File: src/rtl/debug_probe_display.sv
// debug_probe_display: picks one probe word (live or from a frozen snapshot,
// manually selected or auto-cycled) and presents a DIGITS-nibble window of it
// to the 7-segment driver. All outputs are registered.
//
// state  | meaning
// -------+-----------------------------------------------------------
// LIVE   | show iwProbes, index follows iwSel
// FROZEN | show snapshot register, index follows iwSel
// AUTO   | show iwProbes, index advances every DWELL clocks
module debug_probe_display #(
    parameter int NUM_PROBES = 8,
    parameter int PROBE_W    = 32,
    parameter int DIGITS     = 4,
    parameter int DWELL      = 100000000,
    parameter int SEL_W      = 3,
    parameter int WIN_W      = 1
) (
    input  logic                          iwClk,
    input  logic                          iwnRst,
    input  logic [NUM_PROBES*PROBE_W-1:0] iwProbes,
    input  logic [SEL_W-1:0]              iwSel,
    input  logic [1:0]                    iwMode,
    input  logic                          iwCapture,
    input  logic                          iwPanStep,
    output logic [DIGITS*4-1:0]           owData,
    output logic [SEL_W-1:0]              owIndex,
    output logic [WIN_W-1:0]              owWindow,
    output logic                          owFrozen
);

    localparam int NIBS  = (PROBE_W + 3) / 4;
    localparam int WINS  = (NIBS + DIGITS - 1) / DIGITS;
    localparam int EXT_W = 4 * DIGITS * WINS;
    localparam int CNT_W = (DWELL > 1) ? $clog2(DWELL) : 1;

    localparam logic [CNT_W-1:0] DWELL_LAST = CNT_W'(DWELL - 1);
    localparam logic [SEL_W-1:0] INDEX_LAST = SEL_W'(NUM_PROBES - 1);
    localparam logic [WIN_W-1:0] WINDOW_LAST = WIN_W'(WINS - 1);

    typedef enum logic [1:0] {
        LIVE   = 2'd0,
        FROZEN = 2'd1,
        AUTO   = 2'd2
    } viewStateT;

    viewStateT                   rState;
    viewStateT                   modeState;
    logic [NUM_PROBES*PROBE_W-1:0] rSnapshot;
    logic [SEL_W-1:0]            rIndex;
    logic [WIN_W-1:0]            rWindow;
    logic [CNT_W-1:0]            rDwell;
    logic                        rCapPrev;
    logic                        rPanPrev;

    logic                        capEdge;
    logic                        panEdge;
    logic                        snapLoad;
    logic [SEL_W-1:0]            indexNext;
    logic [WIN_W-1:0]            windowNext;
    logic [CNT_W-1:0]            dwellNext;
    logic [NUM_PROBES*PROBE_W-1:0] srcAll;
    logic [PROBE_W-1:0]          srcWord;
    logic [EXT_W-1:0]            srcExt;
    logic [DIGITS*4-1:0]         windowData;

    // Decode the requested mode and the rising edges of the level requests.
    always_comb begin
        case (iwMode)
            2'b01:   modeState = FROZEN;
            2'b10:   modeState = AUTO;
            default: modeState = LIVE;
        endcase
        capEdge  = iwCapture & ~rCapPrev;
        panEdge  = iwPanStep & ~rPanPrev;
        // Entry into FROZEN and a capture edge in the same cycle is still one load.
        snapLoad = ((modeState == FROZEN) && (rState != FROZEN)) || capEdge;
    end

    // Next index, dwell count and window; an index change always resets the window.
    always_comb begin
        indexNext  = rIndex;
        dwellNext  = '0;
        windowNext = rWindow;
        if (modeState == AUTO) begin
            if (rState == AUTO) begin
                if (rDwell == DWELL_LAST) begin
                    dwellNext = '0;
                    indexNext = (rIndex == INDEX_LAST) ? '0 : rIndex + 1'b1;
                end else begin
                    dwellNext = rDwell + 1'b1;
                end
            end
        end else if (int'(iwSel) < NUM_PROBES) begin
            indexNext = iwSel;
        end
        if (indexNext != rIndex) begin
            windowNext = '0;
        end else if (panEdge) begin
            windowNext = (rWindow == WINDOW_LAST) ? '0 : rWindow + 1'b1;
        end
    end

    // Select the source word and cut out the displayed nibble window.
    always_comb begin
        srcAll                = (rState == FROZEN) ? rSnapshot : iwProbes;
        srcWord               = srcAll[rIndex*PROBE_W +: PROBE_W];
        srcExt                = '0;
        srcExt[PROBE_W-1:0]   = srcWord;
        windowData            = srcExt[int'(rWindow)*DIGITS*4 +: DIGITS*4];
    end

    // Snapshot of every probe, taken on FROZEN entry or a capture edge.
    always_ff @(posedge iwClk or negedge iwnRst) begin
        if (!iwnRst) begin
            rSnapshot <= '0;
        end else if (snapLoad) begin
            rSnapshot <= iwProbes;
        end
    end

    // Viewer state machine plus the registered display outputs.
    always_ff @(posedge iwClk or negedge iwnRst) begin
        if (!iwnRst) begin
            rState   <= LIVE;
            rIndex   <= '0;
            rWindow  <= '0;
            rDwell   <= '0;
            rCapPrev <= 1'b1;
            rPanPrev <= 1'b1;
            owData   <= '0;
            owIndex  <= '0;
            owWindow <= '0;
            owFrozen <= 1'b0;
        end else begin
            rState   <= modeState;
            rIndex   <= indexNext;
            rWindow  <= windowNext;
            rDwell   <= dwellNext;
            rCapPrev <= iwCapture;
            rPanPrev <= iwPanStep;
            owData   <= windowData;
            owIndex  <= rIndex;
            owWindow <= rWindow;
            owFrozen <= (rState == FROZEN);
        end
    end

endmodule

File: config.mk
export PLATFORM = sky130hd
export DESIGN_NAME = debug_probe_display
export DESIGN_NICKNAME = d
export VERILOG_FILES = /design/src/rtl/debug_probe_display.sv
export SDC_FILE = /design/constraint.sdc
export NUM_CORES = 1
export LEC_CHECK = 0
export CAP_MARGIN = 10
export CORE_MARGIN = 4
export CORE_UTILIZATION = 50
export DETAILED_ROUTE_END_ITERATION = 6
export PLACE_DENSITY = 0.79
export REMOVE_ABC_BUFFERS = 1
export SETUP_SLACK_MARGIN = 0.1
export SLEW_MARGIN = 10
export SYNTH_ARGS = -nofsm -noshare
export SYNTH_HDL_FRONTEND = slang
export SYNTH_SLANG_ARGS = --single-unit
File: constraint.sdc
create_clock -name iwClk -period 3.5 [get_ports iwClk]
set_clock_uncertainty 0.1 [all_clocks]
set_input_delay 0.7 -clock iwClk [delete_from_list [all_inputs] [get_ports iwClk]]
set_output_delay 0.7 -clock iwClk [all_outputs]
set_load 0.01 [all_outputs]
==> results_dict.tcl <==
set metrics [dict create \
    cp_slowest_cell "mux4_2" \
    status "complete, no violations" \
    route.detailed.drc 0 \
    combPwrFrac_pct 18.5 \
    via_per_inst 5.910 \
    initial_core_util_pct 51.10 \
    crit_arrival_ns 3.07 \
    p_leak_nw 7.881 \
    ys_async_sr_fraction_pct 100.0 \
    route.met2.wl_microns 18470 \
    ant_nets 0 \
    wl_met3_microns 2968 \
    rows 64 \
    fin_crit_ns 2.775 \
    max_freq_ghz 0.3604 \
    wl_per_cell_microns 22.48 \
    cts_sinks 312 \
    r2r_start "rState[1]$_DFF_PN0_" \
    crit_fanout 37 \
    internal-power_mw 7.775 \
    root_buffer "clkbuf_16" \
    required_ns 3.79 \
    h-tree-depth 2 \
    first_iter_violations 424 \
    worstSetupPathType "reg -> reg" \
    worst_slew_pin_slew_ns 0.8790 \
    grt_first_pass_wirelength_microns 59820 \
    hold_violations 0 \
    hp-class "in -> async" \
    ctsResizeCount 0 \
    power_mw 10.14 \
    io_pins 286 \
    hold_ws_ns 0.1125 \
    switching_share_pct 23.33 \
    finalCritPeriodShare_pct 79.29 \
    p_per_area_nw_per_um2 498.3 \
    highest_layer "met5" \
    setup-tns-final_ns 0 \
    die_h_microns 185.7 \
    dieArea_sq_um 34500 \
    drt-met1-wl_microns 15130 \
    cts_tree "built" \
    ir_drop_mv 0.4159 \
    grt_pass1_vias 11100 \
    syn_area_sq_um 15790 \
    numCtsBuffers 35 \
    setup_viol 0 \
    final_cells 1663 \
    cap_violations 0 \
    slowest_delay_ns 0.54 \
    layout-drive-gt1-share_pct 41.34 \
    fin_nets 1508 \
    dr_total_vias 9828 \
    clk_latency_ns 0.50 \
    ys_ff_latch 312 \
    die_w_microns 185.7 \
    p_switching_mw 2.365 \
    worstRegToRegCells 6 \
    post_cts_buffers 0 \
    clk_pin_slew_ns 0.06 \
    layout_setup_ws_ns 0.7250 \
    syn2layout_area_growth_pct 28.84 \
    final_common_cell "dfrtp_1" \
    wl_microns 37390 \
    syn_area_per_cell_sq_um 16.35 \
    max_slew_margin_pct 41.40 \
    synthFlopType "dfrtp_1" \
    seq_area_frac_synth_pct 49.45 \
    clockBufferDepth 3 \
    synth_warnings 0 \
    finalMaxSlewViolations 0 \
    setup.worst_path.start "rState[1]$_DFF_PN0_" \
    track_usage_pct 22.10 \
    rsz0062_at_grt "false" \
    r2r_slack_ns 0.73 \
    placedInstanceArea_sq_um 19110 \
    path_common_cell "mux4_2" \
    cp_cell_sequence "nor2b_4, buf_12, buf_4, mux4_2, mux4_2, mux2_2" \
    synth_edf_count 0 \
    core_sq_um 30910 \
    firstDrtPassIters 4 \
    dp_hpwl_microns 25500 \
    ys_types 37 \
    pwr-share-clk_pct 38.3 \
    final_util_pct 65.83 \
    seqPwrFrac_pct 43.2 \
    rr_endpoint "owData[5]$_DFF_PN0_" \
    syn_inst 966 \
    cp-end-kind "register" \
    design_area_sq_um 20350 \
    numPortBuffers 285 \
    grt_overflow 0 \
    grt_antenna_before_repair 12 \
    grt_max_degree 137 \
    final_cell_mix "dfrtp_1 (306), clkdlybuf4s50_1 (284), mux2_2 (272)" \
    pre_cts_ws_ns 0.6746 \
    endpoint "owData[5]$_DFF_PN0_" \
    place.gp.congestion 0.7650 \
    postCtsHoldBufs 0 \
    cp-start-kind "register" \
    place_inst 1599 \
]
[cell families (layout without fill, tap and decap cells)]
group / Yosys count / in the layout / synth area share, %
AO/OA/AOI/OAI: 35 / 35 / 1.307
XOR/XNOR: 19 / 19 / 1.054
adder cells (fa/ha/maj): 3 / 3 / 0.2377
buffers and inverters: 82 / 381 / 2.694
flip-flops: 312 / 312 / 49.45
multiplexers: 432 / 432 / 42.21
other: 0 / 2 / 0
AND/OR/NAND/NOR: 83 / 83 / 3.050
[routing by layer]
metal,track usage [%],vias up
met5,0,-
met4,5.101,20
met3,7.289,68
met2,36.64,256
met1,28.71,5153
li1,-,4331
[cell usage after synthesis, types with 5 or more instances]
cell type / instances / area [sq um]
nor2_1: 20 / 75.07
nand2_1: 6 / 22.52
buf_2: 28 / 140.1
or3_1: 6 / 37.54
dfrtp_1: 310 / 7757
nand4_1: 13 / 81.33
xor2_1: 13 / 113.9
buf_1: 7 / 26.28
a21oi_1: 11 / 55.05
mux2_2: 272 / 3063
o21ai_0: 11 / 55.05
xnor2_1: 6 / 52.55
o31ai_1: 5 / 37.54
inv_1: 6 / 22.52
clkbuf_1: 30 / 112.6
or4_1: 6 / 45.04
and4_1: 7 / 61.31
buf_6: 11 / 123.9
mux4_2: 160 / 3603
nand3_1: 10 / 50.05
[worst min path at each step]
stage,to,slack [ns],depth (start not counted)
CTS,rSnapshot[9]$_DFFE_PN0P_,0.14,1
floorplan,owData[0]$_DFF_PN0_,0.30,0
finish,rSnapshot[9]$_DFFE_PN0P_,0.11,1
detailed placement,rSnapshot[93]$_DFFE_PN0P_,0.39,1
global placement,rDwell[0]$_DFF_PN0_,0.37,1
global route,rSnapshot[73]$_DFFE_PN0P_,0.17,1
[flip-flops by register name, indices dropped and copies added (netlist names)]
register,count
rWindow,1
rSnapshot,256
rCapPrev,1
owIndex,3
rState,2
rIndex,3
owFrozen,1
owData,16
rPanPrev,1
rDwell,27
owWindow,1
[area by class of cell]
class | count | area, sq um
tap | 396 | 495.5
antenna | 2 | 5.005
timing repair buffer | 313 | 3206
clock inverter | 7 | 138.9
fill | 2177 | 10560
inverter | 6 | 22.52
clock buffer | 55 | 1094
multi-input combinational | 572 | 7567
sequential | 312 | 7820
[power by group through the flow]
stage	sequential (mW)	combinational [mW]	clock, mW
3_3_place_gp	4.40	1.86	0
4_1_cts	4.38	1.91	3.98
6_report	4.38	1.88	3.88
5_1_grt	4.43	2.03	4.14
2_1_floorplan	4.40	1.25	0
3_5_place_dp	4.44	1.90	0
[critical path, delay by kind of cell (launching register included)]
| family | cells | cell delay [ns] |
|---|---|---|
| buffers and inverters | 2 | 0.64 |
| flip-flops | 1 | 0.41 |
| multiplexers | 3 | 1.30 |
| AND/OR/NAND/NOR | 1 | 0.19 |
Note: power is estimated with default switching activity, not from simulation.
